**config.mk**
```make
export PLATFORM = sky130hd
export DESIGN_NAME = inport_reader_flat
export DESIGN_NICKNAME = d
export VERILOG_FILES = /design/src/rtl/inport_reader_if.sv /design/src/rtl/inport_reader.sv /design/src/flat_wrapper.sv
export SDC_FILE = /design/constraint.sdc
export NUM_CORES = 1
export LEC_CHECK = 0
export ABC_AREA = 0
export BUFFER_PORTS_ARGS = -buffer_cell sky130_fd_sc_hd__buf_2
export CELL_PAD_IN_SITES_DETAIL_PLACEMENT = 1
export CELL_PAD_IN_SITES_GLOBAL_PLACEMENT = 1
export CORE_MARGIN = 2
export CORE_UTILIZATION = 27
export CTS_BUF_LIST = sky130_fd_sc_hd__clkbuf_4 sky130_fd_sc_hd__clkbuf_8
export DETAILED_ROUTE_END_ITERATION = 10
export GPL_TIMING_DRIVEN = 0
export PLACE_DENSITY_LB_ADDON = 0.1
export SLEW_MARGIN = 5
export SYNTH_ARGS = -nofsm -noshare
export SYNTH_HDL_FRONTEND = slang
export SYNTH_SLANG_ARGS = --single-unit
```
**constraint.sdc**
```tcl
create_clock -name clk -period 2.5 [get_ports clk]
set_input_delay 0.5 -clock clk [delete_from_list [all_inputs] [get_ports clk]]
set_output_delay 0.5 -clock clk [all_outputs]
set_load 0.03 [all_outputs]
```
**src/rtl/inport_reader_if.sv**
```systemverilog
// Bus-side handshake between an inport_reader (master) and its inport peripheral (slave).
// The peripheral drives bus_d onto the shared bus only while oe is high.
interface inport_reader_if #(
   parameter int WIDTH = 8
);
   logic             oe;
   logic             ok2send;
   logic             ready;
   logic [WIDTH-1:0] bus_d;

   modport master (
      output oe,
      output ok2send,
      input  ready,
      input  bus_d
   );

   modport slave (
      input  oe,
      input  ok2send,
      output ready,
      output bus_d
   );
endinterface

```
**src/rtl/inport_reader.sv**
```systemverilog
// Pulls words from an inport peripheral via the oe/ok2send handshake into a small FWFT FIFO.
// Optional REQ timeout with sticky err flag: define INPORT_READER_TIMEOUT_EN.
module inport_reader #(
   parameter int WIDTH   = 8,
   parameter int DEPTH   = 4,
   parameter int TIMEOUT = 15
) (
   input  logic                    clk,
   input  logic                    rst_n,
   input  logic                    en,
   inport_reader_if.master         bus,
   output logic                    rd_valid,
   output logic [WIDTH-1:0]        rd_data,
   input  logic                    rd_pop,
   output logic [$clog2(DEPTH):0]  count,
   output logic                    err
);

   localparam int AW = $clog2(DEPTH);
   localparam logic [AW:0] FULL = (AW + 1)'(DEPTH);

   if (DEPTH < 2 || DEPTH > 16 || (DEPTH & (DEPTH - 1)) != 0 || TIMEOUT < 1) begin : g_bad_param
      $error("inport_reader: DEPTH must be a power of two in 2..16 and TIMEOUT >= 1");
   end

   typedef enum logic [1:0] {
      IDLE,
      REQ,
      ACK,
      RELEASE
   } state_t;

   state_t           state;
   state_t           state_next;
   logic             push;
   logic             pop;
   logic             timeout_hit;
   logic [AW-1:0]    wr_ptr;
   logic [AW-1:0]    rd_ptr;
   logic [WIDTH-1:0] mem [DEPTH];

   // A transaction only starts with a free slot, so the REQ->ACK capture can never overflow.
   always_comb begin
      state_next = state;
      push       = 1'b0;
      case (state)
         IDLE: begin
            if (en && count != FULL) state_next = REQ;
         end
         REQ: begin
            if (bus.ready) begin
               push       = 1'b1;
               state_next = ACK;
            end else if (timeout_hit) begin
               state_next = RELEASE;
            end
         end
         ACK: begin
            if (!bus.ready) state_next = RELEASE;
         end
         RELEASE: begin
            state_next = IDLE;
         end
         default: begin
            state_next = IDLE;
         end
      endcase
   end

   // oe/ok2send decode the next state so they are glitch-free registers toward the peripheral.
   always_ff @(posedge clk or negedge rst_n) begin
      if (!rst_n) begin
         state       <= IDLE;
         bus.oe      <= 1'b0;
         bus.ok2send <= 1'b0;
      end else begin
         state       <= state_next;
         bus.oe      <= (state_next == REQ) || (state_next == ACK);
         bus.ok2send <= (state_next == ACK);
      end
   end

   assign rd_valid = (count != '0);
   assign pop      = rd_pop && rd_valid;
   assign rd_data  = mem[rd_ptr];

   // Pointers wrap naturally because DEPTH is a power of two.
   always_ff @(posedge clk or negedge rst_n) begin
      if (!rst_n) begin
         wr_ptr <= '0;
         rd_ptr <= '0;
         count  <= '0;
      end else begin
         if (push) wr_ptr <= wr_ptr + 1'b1;
         if (pop)  rd_ptr <= rd_ptr + 1'b1;
         case ({push, pop})
            2'b10:   count <= count + 1'b1;
            2'b01:   count <= count - 1'b1;
            default: count <= count;
         endcase
      end
   end

   always_ff @(posedge clk) begin
      if (push) mem[wr_ptr] <= bus.bus_d;
   end

`ifdef INPORT_READER_TIMEOUT_EN
   localparam int TW = $clog2(TIMEOUT + 1);
   localparam logic [TW-1:0] TLAST = TW'(TIMEOUT - 1);

   logic [TW-1:0] wait_cnt;

   assign timeout_hit = (state == REQ) && !bus.ready && (wait_cnt == TLAST);

   // wait_cnt idles at zero outside REQ, so every REQ entry starts a fresh count.
   always_ff @(posedge clk or negedge rst_n) begin
      if (!rst_n) begin
         wait_cnt <= '0;
         err      <= 1'b0;
      end else begin
         if (state != REQ)    wait_cnt <= '0;
         else if (!bus.ready) wait_cnt <= wait_cnt + 1'b1;
         if (timeout_hit)     err <= 1'b1;
      end
   end
`else
   assign timeout_hit = 1'b0;
   assign err         = 1'b0;
`endif

endmodule

```
**src/flat_wrapper.sv**
```systemverilog
// flat-port wrapper written by rule: the top's interface ports become plain ports
module inport_reader_flat 
#(
   parameter int WIDTH   = 8,
   parameter int DEPTH   = 4,
   parameter int TIMEOUT = 15
)
  (clk, rst_n, en, rd_valid, rd_data, rd_pop, count, err, bus_oe, bus_ok2send, bus_ready, bus_bus_d);
  inport_reader_if #(.WIDTH(WIDTH)) bus_i ();
  input  logic clk;
  input  logic rst_n;
  input  logic en;
  output logic rd_valid;
  output logic [WIDTH-1:0] rd_data;
  input  logic rd_pop;
  output logic [$clog2(DEPTH):0] count;
  output logic err;
  output wire logic [$bits(bus_i.oe)-1:0] bus_oe;
  output wire logic [$bits(bus_i.ok2send)-1:0] bus_ok2send;
  input wire logic [$bits(bus_i.ready)-1:0] bus_ready;
  input wire logic [$bits(bus_i.bus_d)-1:0] bus_bus_d;
  assign bus_oe = bus_i.oe;
  assign bus_ok2send = bus_i.ok2send;
  assign bus_i.ready = bus_ready;
  assign bus_i.bus_d = bus_bus_d;
  inport_reader #(.WIDTH(WIDTH), .DEPTH(DEPTH), .TIMEOUT(TIMEOUT)) u_core (.clk(clk), .rst_n(rst_n), .en(en), .bus(bus_i), .rd_valid(rd_valid), .rd_data(rd_data), .rd_pop(rd_pop), .count(count), .err(err));
endmodule
```
==> summary.txt <==
Route
  • Initial DRC count: 25
  • Final wirelength: 3210 um
  • DRC errors left: 0
  • Vias post-DR: 887
  • Avg Vias per Cell: 4.29
  • Drt pass-1 iters: 2
  • Final ANT Viol Nets: 0
  • Avg WL per Cell: 15.5 um

Clocking
  • Num CTS Buffers: 5
  • Hold Buf Count CTS: 0
  • Post-CTS Setup Inserts: 0
  • H-tree depth: 2
  • Max clock buf depth: 2
  • Clock Latency Late Sink: 290 ps
  • # resized after CTS: 0
  • Sink Count: 43
  • CTS tree: yes
  • Clock Pin Slew Worst Setup and Hold Paths: 80 ps
  • Root buffer cell: clkbuf_8

Floorplanning
  • DIE WIDTH: 84.8 um
  • Initial Util: 0.279
  • Ports: 28
  • Row cnt: 29
  • Area of the core: 6310 sq um
  • DIE AREA: 7190 sq um
  • Die Height: 84.8 um

Synthesis
  • Dominant synthesized flop cell: edfxtp_1
  • Yosys top cell by area: edfxtp_1
  • Unique cell type count in the Yosys netlist: 26
  • Cell area after synthesis: 1760 sq um
  • Register area share after synthesis: 0.702
  • Number of enable flip-flop cells after synthesis: 32
  • Most frequent cell after synthesis: edfxtp_1
  • Post-Synthesis Cells: 96
  • Syn_nets: 116
  • Post-synth top cells: 32 x edfxtp_1, 11 x dfrtp_1, 8 x inv_1, 8 x mux4_2, 6 x ha_1
  • Yosys warns: 0
  • Register bit total from synthesis: 43
  • Synth top area share: 0.545
  • Top post-synthesis cells by area: edfxtp_1 55%, dfrtp_1 16%, mux4_2 10%, ha_1 4.3%, xnor2_1 2.0%
  • Ys async rst share: 0.256
  • Post-Synthesis Mean Instance Area: 18.4 sq um

Final layout
  • Non-filler cells, final: 207
  • Layout cell share with drive strength beyond 1: 0.400
  • Layout area overhead: 19.0%
  • Final #Nets: 149
  • N_diodes: 0

Timing
  • FMAX: 483 MHz
  • Setup ws final: 428 ps
  • Final setup viols: 0
  • RSZ-0062 raised after global routing: no
  • Worst Skew: 5.15 ps
  • Setup TNS: 0 ps
  • Min Clock Period, post-route: 2070 ps
  • Worst hold margin: 71.3 ps
  • Tcrit/Tclk final: 0.829
  • Number of max-slew violations in the final report: 0
  • Hold Fails Final Rpt: 0

Critical path
  • Maximum fanout along the worst path: 10
  • Critical Path Start Type: flop
  • Slowest cell on the critical path: mux4_2
  • CP Cell Sequence: buf_4 > mux4_2 > buf_2
  • Top cell family by delay on the critical path: multiplexers
  • WP data required: 2000 ps
  • Max incr delay on CP: 540 ps
  • Arr. time, crit path: 1570 ps
  • CP Capture Type: primary output
  • CP Class: flop to primary output
  • Crit path buf inv count: 2

Pwr
  • Leakage power: 0.818 nW
  • Sw Pwr: 0.000908 W
  • Power share of the clock group: 0.206
  • Peak supply drop: 361 uV
  • Sequential cell fraction of total power: 0.396
  • Logic pwr share: 0.398
  • Overall Power: 0.00251 W
  • Switching Fraction: 0.362
  • P per Cell Area: 1200 nW/um^2
  • Pint: 0.00160 W

Global route
  • Vias in the first global route: 1016
  • Grt ovf: 0
  • Largest net degree at the start of global routing: 14
  • Total GRT Usage: 0.101
  • First-pass GRT wire length: 5310 um
  • Initial antenna violation count: 0

Status
  • Status: complete, no violations

Placed design
  • GP Congestion: 0.648
  • Dpl hpwl: 2330 um
  • Placement Setup Slack: 349 ps
  • # placed instances: 199
  • IO Port Bufs: 26

Hold path
  • Worst Hold Class: primary input to asynchronous set/reset pin

Run
  • MaxCap Viol Count: 0
## cell type report
| cell class | count | area, sq um |
|---|---|---|
| multi-input combinational | 40 | 460 |
| clock buffer | 5 | 68.8 |
| clock inverter | 3 | 38.8 |
| tap | 77 | 96.3 |
| inverter | 9 | 33.8 |
| fill | 665 | 4220 |
| timing repair buffer | 26 | 130 |
| buffer | 4 | 31.3 |
| sequential | 43 | 1240 |
## per-layer routing
layer,vias up,GRT usage,wire length (um)
met5,-,0,0
met4,0,0.0303,30
met3,4,0.0364,128
met2,17,0.172,1690
met1,449,0.120,1360
li1,417,-,-
## power groups by stage
| stage | sequential [W] | clock (W) | combinational, W |
|---|---|---|---|
| 5_1_grt | 0.00101 | 0.000565 | 0.00110 |
| 2_1_floorplan | 0.00107 | 0 | 0.000683 |
| 3_3_place_gp | 0.000998 | 0 | 0.000996 |
| 4_1_cts | 0.000996 | 0.000536 | 0.00103 |
| 3_5_place_dp | 0.00101 | 0 | 0.00102 |
| 6_report | 0.000991 | 0.000517 | 0.000997 |
## through the flow
step                instance area (sq um)   util
detailed placement                   1990  0.315
global placement                     1990  0.315
finish                               2100  0.332
global route                         2100  0.332
CTS                                  2100  0.332
floorplan                            1760      -
## path summary, 6_finish.rpt
path / start / endpoint / slack (ps) / cells after the start
worst min register to register: u_core.count[0]$_DFFE_PN0P_ / u_core.count[0]$_DFFE_PN0P_ / 560 / 1
worst max register to register: u_core.state[1]$_DFF_PN0_ / u_core.count[2]$_DFFE_PN0P_ / 530 / 10
max in group asynchronous: rst_n / u_core.rd_ptr[1]$_DFFE_PN0P_ / 2210 / 1
worst min-delay path: rst_n / u_core.bus.oe$_DFF_PN0_ / 70 / 1
worst max-delay path: u_core.rd_ptr[0]$_DFFE_PN0P_ / rd_data[2] / 430 / 3
min in group clk: bus_bus_d[7] / u_core.mem[3][7]$_DFFE_PP_ / 420 / 1
## cell families (layout without fill, tap and decap cells)
kind of cell	Yosys count	in the layout	synth area share
xor gates and xnor gates	6	6	0.0298
other	1	1	0.00213
buffers and inverters	13	47	0.0369
adders and majority gates	7	7	0.0540
DFF	43	43	0.702
AOI/OAI and AO/OA	5	5	0.0234
muxes	10	10	0.116
and+or+nand+nor	11	11	0.0355
## registers in the layout, indices dropped and copies added, names as in the netlist
name	cells
u_core.bus.oe	1
u_core.bus.ok2send	1
u_core.count	3
u_core.mem	32
u_core.rd_ptr	2
u_core.state	2
u_core.wr_ptr	2
## placed cells by master, fill, tap and decap left out, types with 2 or more instances in the layout
master    count
buf_4         2
inv_1         8
nor2_1        2
xor2_1        2
mux4_2        8
buf_2        26
xnor2_1       4
clkbuf_8      5
edfxtp_1     32
nand2_1       2
dfrtp_1      11
and2_2        4
ha_1          6
Power figures use the tool's default switching activity.
